File: src/rtl/alu_pkg.sv
// Shared ALU definitions: NZCV flag layout and the flags type used by the
// adder/subtractor and by downstream condition-check logic.
package alu_pkg;

    localparam int unsigned FLAG_N = 3;
    localparam int unsigned FLAG_Z = 2;
    localparam int unsigned FLAG_C = 1;
    localparam int unsigned FLAG_V = 0;

    typedef logic [3:0] flags_t;

    // Assemble an NZCV vector from individual flag bits.
    function automatic flags_t pack_flags(
        input logic n,
        input logic z,
        input logic c,
        input logic v
    );
        flags_t f;
        f         = 4'b0000;
        f[FLAG_N] = n;
        f[FLAG_Z] = z;
        f[FLAG_C] = c;
        f[FLAG_V] = v;
        return f;
    endfunction

endpackage

File: src/rtl/add_chunk.sv
// Combinational W-bit adder slice: one carry-chain chunk of the pipelined
// adder, also reporting whether its W-bit sum is all zeros.
module add_chunk #(
    parameter int unsigned W = 16
) (
    input  logic [W-1:0] a,
    input  logic [W-1:0] b,
    input  logic         cin,
    output logic [W-1:0] s,
    output logic         cout,
    output logic         zero
);

    logic [W:0] total_s;

    assign total_s = {1'b0, a} + {1'b0, b} + {{W{1'b0}}, cin};
    assign s       = total_s[W-1:0];
    assign cout    = total_s[W];
    assign zero    = ~|total_s[W-1:0];

endmodule

File: src/rtl/pipelined_add_sub.sv
// Pipelined WIDTH-bit adder/subtractor with NZCV flags and a valid/ready
// handshake. The carry chain is cut into STAGES chunks; stage k adds chunk k
// using the carry registered by stage k-1. Low result chunks already computed
// travel forward with the operation, and the operand chunks not yet added
// travel alongside as skew registers. One global stall freezes every stage.
module pipelined_add_sub
    import alu_pkg::*;
#(
    parameter int unsigned WIDTH  = 64,
    parameter int unsigned STAGES = 4
) (
    input  logic             clk,
    input  logic             rst,
    input  logic             in_valid,
    output logic             in_ready,
    input  logic [WIDTH-1:0] a,
    input  logic [WIDTH-1:0] b,
    input  logic             c_in,
    input  logic             sub,
    output logic             out_valid,
    input  logic             out_ready,
    output logic [WIDTH-1:0] sum,
    output logic             c_out,
    output logic [3:0]       flags
);

    localparam int unsigned CHUNK = WIDTH / STAGES;
    localparam int unsigned LAST  = STAGES - 1;

    // Keeps only the operand bits that later stages still have to add.
    function automatic logic [WIDTH-1:0] hi_mask(input int unsigned k);
        logic [WIDTH-1:0] m;
        for (int unsigned i = 0; i < WIDTH; i++) begin
            m[i] = (i >= (k + 1) * CHUNK);
        end
        return m;
    endfunction

    // Values presented to each stage (entry stage: from the ports).
    logic [WIDTH-1:0] st_a_s     [STAGES];
    logic [WIDTH-1:0] st_b_s     [STAGES];
    logic [WIDTH-1:0] st_sum_s   [STAGES];
    logic             st_cin_s   [STAGES];
    logic             st_zero_s  [STAGES];
    logic             st_valid_s [STAGES];

    // Per-stage chunk adder results.
    logic [CHUNK-1:0] ch_sum_s   [STAGES];
    logic             ch_cout_s  [STAGES];
    logic             ch_zero_s  [STAGES];

    // Values each stage register will capture.
    logic [WIDTH-1:0] nx_a_s     [STAGES];
    logic [WIDTH-1:0] nx_b_s     [STAGES];
    logic [WIDTH-1:0] nx_sum_s   [STAGES];
    logic             nx_zero_s  [STAGES];

    // Stage registers; index LAST is the output stage.
    logic [WIDTH-1:0] a_r        [STAGES];
    logic [WIDTH-1:0] b_r        [STAGES];
    logic [WIDTH-1:0] sum_r      [STAGES];
    logic             carry_r    [STAGES];
    logic             zero_r     [STAGES];
    logic             valid_r    [STAGES];
    flags_t           flags_r;

    logic             advance_s;
    flags_t           flags_nx_s;
    logic             ovf_s;

    // The whole pipe moves unless a finished result is waiting on the consumer.
    assign advance_s = ~valid_r[LAST] | out_ready;
    assign in_ready  = advance_s;

    generate
        for (genvar k = 0; k < STAGES; k++) begin : g_stage
            if (k == 0) begin : g_entry
                // Subtract is a + ~b + 1, so the carry-in port is overridden.
                assign st_a_s[k]     = a;
                assign st_b_s[k]     = sub ? ~b : b;
                assign st_cin_s[k]   = sub ? 1'b1 : c_in;
                assign st_sum_s[k]   = {WIDTH{1'b0}};
                assign st_zero_s[k]  = 1'b1;
                assign st_valid_s[k] = in_valid;
            end else begin : g_link
                assign st_a_s[k]     = a_r[k-1];
                assign st_b_s[k]     = b_r[k-1];
                assign st_cin_s[k]   = carry_r[k-1];
                assign st_sum_s[k]   = sum_r[k-1];
                assign st_zero_s[k]  = zero_r[k-1];
                assign st_valid_s[k] = valid_r[k-1];
            end

            add_chunk #(
                .W (CHUNK)
            ) u_add_chunk (
                .a    (st_a_s[k][k*CHUNK +: CHUNK]),
                .b    (st_b_s[k][k*CHUNK +: CHUNK]),
                .cin  (st_cin_s[k]),
                .s    (ch_sum_s[k]),
                .cout (ch_cout_s[k]),
                .zero (ch_zero_s[k])
            );
        end
    endgenerate

    // Merge each stage's chunk into the partial result and retire used operand bits.
    always_comb begin
        for (int unsigned k = 0; k < STAGES; k++) begin
            nx_sum_s[k]                  = st_sum_s[k];
            nx_sum_s[k][k*CHUNK +: CHUNK] = ch_sum_s[k];
            nx_a_s[k]                    = st_a_s[k] & hi_mask(k);
            nx_b_s[k]                    = st_b_s[k] & hi_mask(k);
            nx_zero_s[k]                 = st_zero_s[k] & ch_zero_s[k];
        end
    end

    // Signed overflow: operands of equal sign producing a result of the other sign.
    assign ovf_s = (st_a_s[LAST][WIDTH-1] == st_b_s[LAST][WIDTH-1]) &&
                   (ch_sum_s[LAST][CHUNK-1] != st_a_s[LAST][WIDTH-1]);

    assign flags_nx_s = pack_flags(ch_sum_s[LAST][CHUNK-1], nx_zero_s[LAST],
                                   ch_cout_s[LAST], ovf_s);

    // Pipeline registers: async clear, global hold on stall, data loads only for live ops.
    always_ff @(posedge clk or posedge rst) begin
        if (rst) begin
            for (int unsigned k = 0; k < STAGES; k++) begin
                a_r[k]     <= {WIDTH{1'b0}};
                b_r[k]     <= {WIDTH{1'b0}};
                sum_r[k]   <= {WIDTH{1'b0}};
                carry_r[k] <= 1'b0;
                zero_r[k]  <= 1'b0;
                valid_r[k] <= 1'b0;
            end
            flags_r <= 4'b0000;
        end else if (advance_s) begin
            for (int unsigned k = 0; k < STAGES; k++) begin
                valid_r[k] <= st_valid_s[k];
                if (st_valid_s[k]) begin
                    a_r[k]     <= nx_a_s[k];
                    b_r[k]     <= nx_b_s[k];
                    sum_r[k]   <= nx_sum_s[k];
                    carry_r[k] <= ch_cout_s[k];
                    zero_r[k]  <= nx_zero_s[k];
                end
            end
            if (st_valid_s[LAST]) begin
                flags_r <= flags_nx_s;
            end
        end
    end

    assign out_valid = valid_r[LAST];
    assign sum       = sum_r[LAST];
    assign c_out     = carry_r[LAST];
    assign flags     = flags_r;

endmodule

File: config.mk
export PLATFORM = sky130hd
export DESIGN_NAME = pipelined_add_sub
export DESIGN_NICKNAME = d
export VERILOG_FILES = /design/src/rtl/alu_pkg.sv /design/src/rtl/add_chunk.sv /design/src/rtl/pipelined_add_sub.sv
export SDC_FILE = /design/constraint.sdc
export NUM_CORES = 1
export LEC_CHECK = 0
export ABC_AREA = 1
export CAP_MARGIN = 10
export CORE_MARGIN = 1.5
export CORE_UTILIZATION = 55
export DETAILED_ROUTE_END_ITERATION = 6
export DONT_BUFFER_PORTS = 1
export PLACE_DENSITY = 0.79
export SETUP_SLACK_MARGIN = 0.5
export SLEW_MARGIN = 10
export SYNTH_ARGS = -nofsm -noshare
export SYNTH_HDL_FRONTEND = slang
export SYNTH_HIERARCHICAL = 1
export SYNTH_SLANG_ARGS = --single-unit
File: constraint.sdc
create_clock -name clk -period 16.3 [get_ports clk]
set_input_delay 3.26 -clock clk [delete_from_list [all_inputs] [get_ports clk]]
set_output_delay 3.26 -clock clk [all_outputs]
set_load 0.1 [all_outputs]
==> flow_summary.yaml <==
power:
  power_density_nw_per_um2: 212
  vdd_ir_drop_max_mv: 0.228
  p_leak_nw: 12.1
  total_power_mw: 4.41
routing:
  avgViaCountPerCell: 5.11
  drtIter0Drc: 920
  avgRoutedWirePerCell_um: 14.1
  vias: 15600
  drt_wl_total_mm: 43.0
  detail-route-antenna-nets: 0
  drc: 0
  dr.pass1.iters: 5
clocking:
  clock_sinks: 365
  clk_pin_slew_worst_paths_ps: 60
  postCtsHoldBufs: 0
  cts_tree: "done"
  cts_resized: 0
  clock_latency_ps: 540
  clockRootBuffer: "clkbuf_16"
  clockBufferDepth: 3
  cts_made_buffers: 40
  cts_htree_levels: 2
  cts_setup_buffers: 0
worst_setup_path:
  ff2ff_path_depth: 4
  critPathMaxFanout: 114
  crit_end: "in_ready"
  crit_cells: 2
  critical-path-top-delay-family: "simple AND/OR/NAND/NOR gates"
  path_buf_inv: 1
  worst_setup_path_end_kind: "primary output"
  path_cells: "inv_2 -> nand2_8"
  worstPathRequired_ps: 13040
  path_class: "in2out"
  critPathSlowestCell: "nand2_8"
  crit_arrival_ps: 3880
  critPathLaunchType: "input pin"
  slowest_delay_ps: 580
  worstReg2RegStart: "out_valid"
  r2r_end: "st_valid_s[0]"
  startpoint: "out_ready"
  r2r_slack_ps: 12850
timing:
  rsz0062_at_grt: "false"
  slew_viol_final: 0
  fin_skew_ps: 15.4
  hold_slack_ps: 468
  setup_viol: 0
  finalCriticalPeriod_ps: 7140
  clock.fmax_ghz: 0.140
  hold_violations: 0
  tns_ps: 0
  tightest_slew_ps: 1260
  relSlewSlack: 0.161
  min_period_over_period: 0.438
yosys:
  ys_ff_latch: 365
  yosys_warnings: 6
  synthCells: 2622
  ys_seq_area_frac: 0.473
  synth.distinct_cells: 34
  syn_avg_cell_area_um2: 7.37
  netlist_area_um2: 19300
  synth_nets: 2824
place:
  hpwl_mm: 28.6
  port_buffers: 0
  postPlaceCellArea_um2: 19500
  gp_congestion: 0.865
cells_and_area:
  diodes: 0
  nNetsFinal: 2765
  fin_area_um2: 20800
  fin_util: 0.601
  layout_common_cells: "nand2_1, dfrtp_1, inv_1"
  final_common_cell: "nand2_1"
  layout-drive-gt1-share: 0.0626
  fillers: 3233
  areaGrowthSynthToFinish_pct: 7.46
die:
  io_pins: 205
  core.rowCount: 68
  coreArea_um2: 34500
  die_y_um: 190
  die_area_um2: 36300
  initial_utilization: 0.559
  die_w_um: 190
grt:
  antenna_found_initial: 0
  grt-ovfl-total: 0
  grt_pass1_vias: 15100
  gr-usage-all-layers: 0.245
  grt_max_degree: 170
  grt_pass1_wl_mm: 73.1
min_path:
  hp-class: "reg2reg"
flow_run:
  drv_cap: 0
outcome:
  status: "finished clean"
-- Yosys cell counts --
master       n  area share
o31ai_1      2     0.00078
xor2_1      24       0.011
o21ai_1      1     0.00026
or2_2        8      0.0026
nand3b_4     2      0.0021
xor2_2       1     0.00084
nor2_1      69       0.013
xnor2_1      2     0.00091
nor3_1       4      0.0010
nand2_4      4      0.0023
nand2_2     37       0.012
a21oi_1     33      0.0085
nand3_2     12      0.0062
inv_1      237       0.046
nor3_2       2      0.0010
nand2_1   1358        0.26
and2_1       4      0.0013
buf_2       60       0.016
o21ai_0      5      0.0013
a21oi_2      5      0.0023
clkbuf_1    30      0.0058
nand3_1    224       0.058
buf_1        2     0.00039
and2_2       1     0.00039
buf_4       19      0.0074
nand3b_1    16      0.0062
o21bai_1     5      0.0019
ha_1        60       0.039
dfrtp_1    365        0.47
fa_1         8      0.0083
inv_2        6      0.0012
or2_4        2     0.00091
nor2_2       6      0.0019
nand4_1      8      0.0026
-- worst min-delay path by stage --
stage / start / endpoint / slack, ps / cells past startpoint
after global placement: nx_sum_s[18] / sum[18] / 450 / 2
final: nx_sum_s[16] / sum[16] / 470 / 2
after detailed placement: nx_sum_s[1] / sum[1] / 460 / 2
after global routing: nx_sum_s[95] / nx_sum_s[95] / 480 / 2
after CTS: nx_sum_s[0] / sum[0] / 470 / 2
after floorplan: a_r[112] / a_r[112] / 440 / 2
-- layout make-up --
| cell class | instances | area (µm²) | area share |
|---|---|---|---|
| clock buffers | 55 | 1130 | 0.0544 |
| clock inverters | 13 | 176 | 0.00850 |
| inverters | 243 | 921 | 0.0444 |
| multi-input cells | 1903 | 8730 | 0.421 |
| flip-flops and latches | 365 | 9140 | 0.440 |
| well taps | 455 | 569 | 0.0274 |
| repair buffers | 10 | 87.6 | 0.00422 |
-- registers in the layout, summed over array words and instances (netlist names) --
| name | cells |
|---|---|
| b_r | 96 |
| st_valid_s | 3 |
| flags | 3 |
| nx_sum_s | 96 |
| carry_r | 3 |
| a_r | 96 |
| st_zero_s | 3 |
| sum | 64 |
| out_valid | 1 |
-- power breakdown --
part           internal [mW]  switching [mW]  total (mW)
clock                  0.546           0.362       0.908
sequential              1.25           0.757        2.01
combinational          0.511           0.980        1.49
-- kinds of logic after synthesis --
kind of cell / after synthesis / share of synthesized area
AOI/OAI and AO/OA: 51 / 0.0151
xor gates and xnor gates: 27 / 0.0126
adders and majority gates: 68 / 0.0472
buffers and inverters: 354 / 0.0764
DFF: 365 / 0.473
and+or+nand+nor: 1757 / 0.376
-- through the flow --
stage	std cells	setup slack, ps
after global placement	2976	9130
after CTS	3044	9130
after detailed placement	2976	9130
final	3044	9160
after floorplan	2622	2910
after global routing	3044	9090
-- layer usage --
layer / vias up / track usage / share of wire
met2: 348 / 0.397 / 0.45
met4: 0 / 0.0815 / 0.031
met3: 85 / 0.0548 / 0.059
li1: 7885 / - / -
met5: - / 0 / 0
met1: 7243 / 0.327 / 0.46
(Power assumes the default switching activity.)
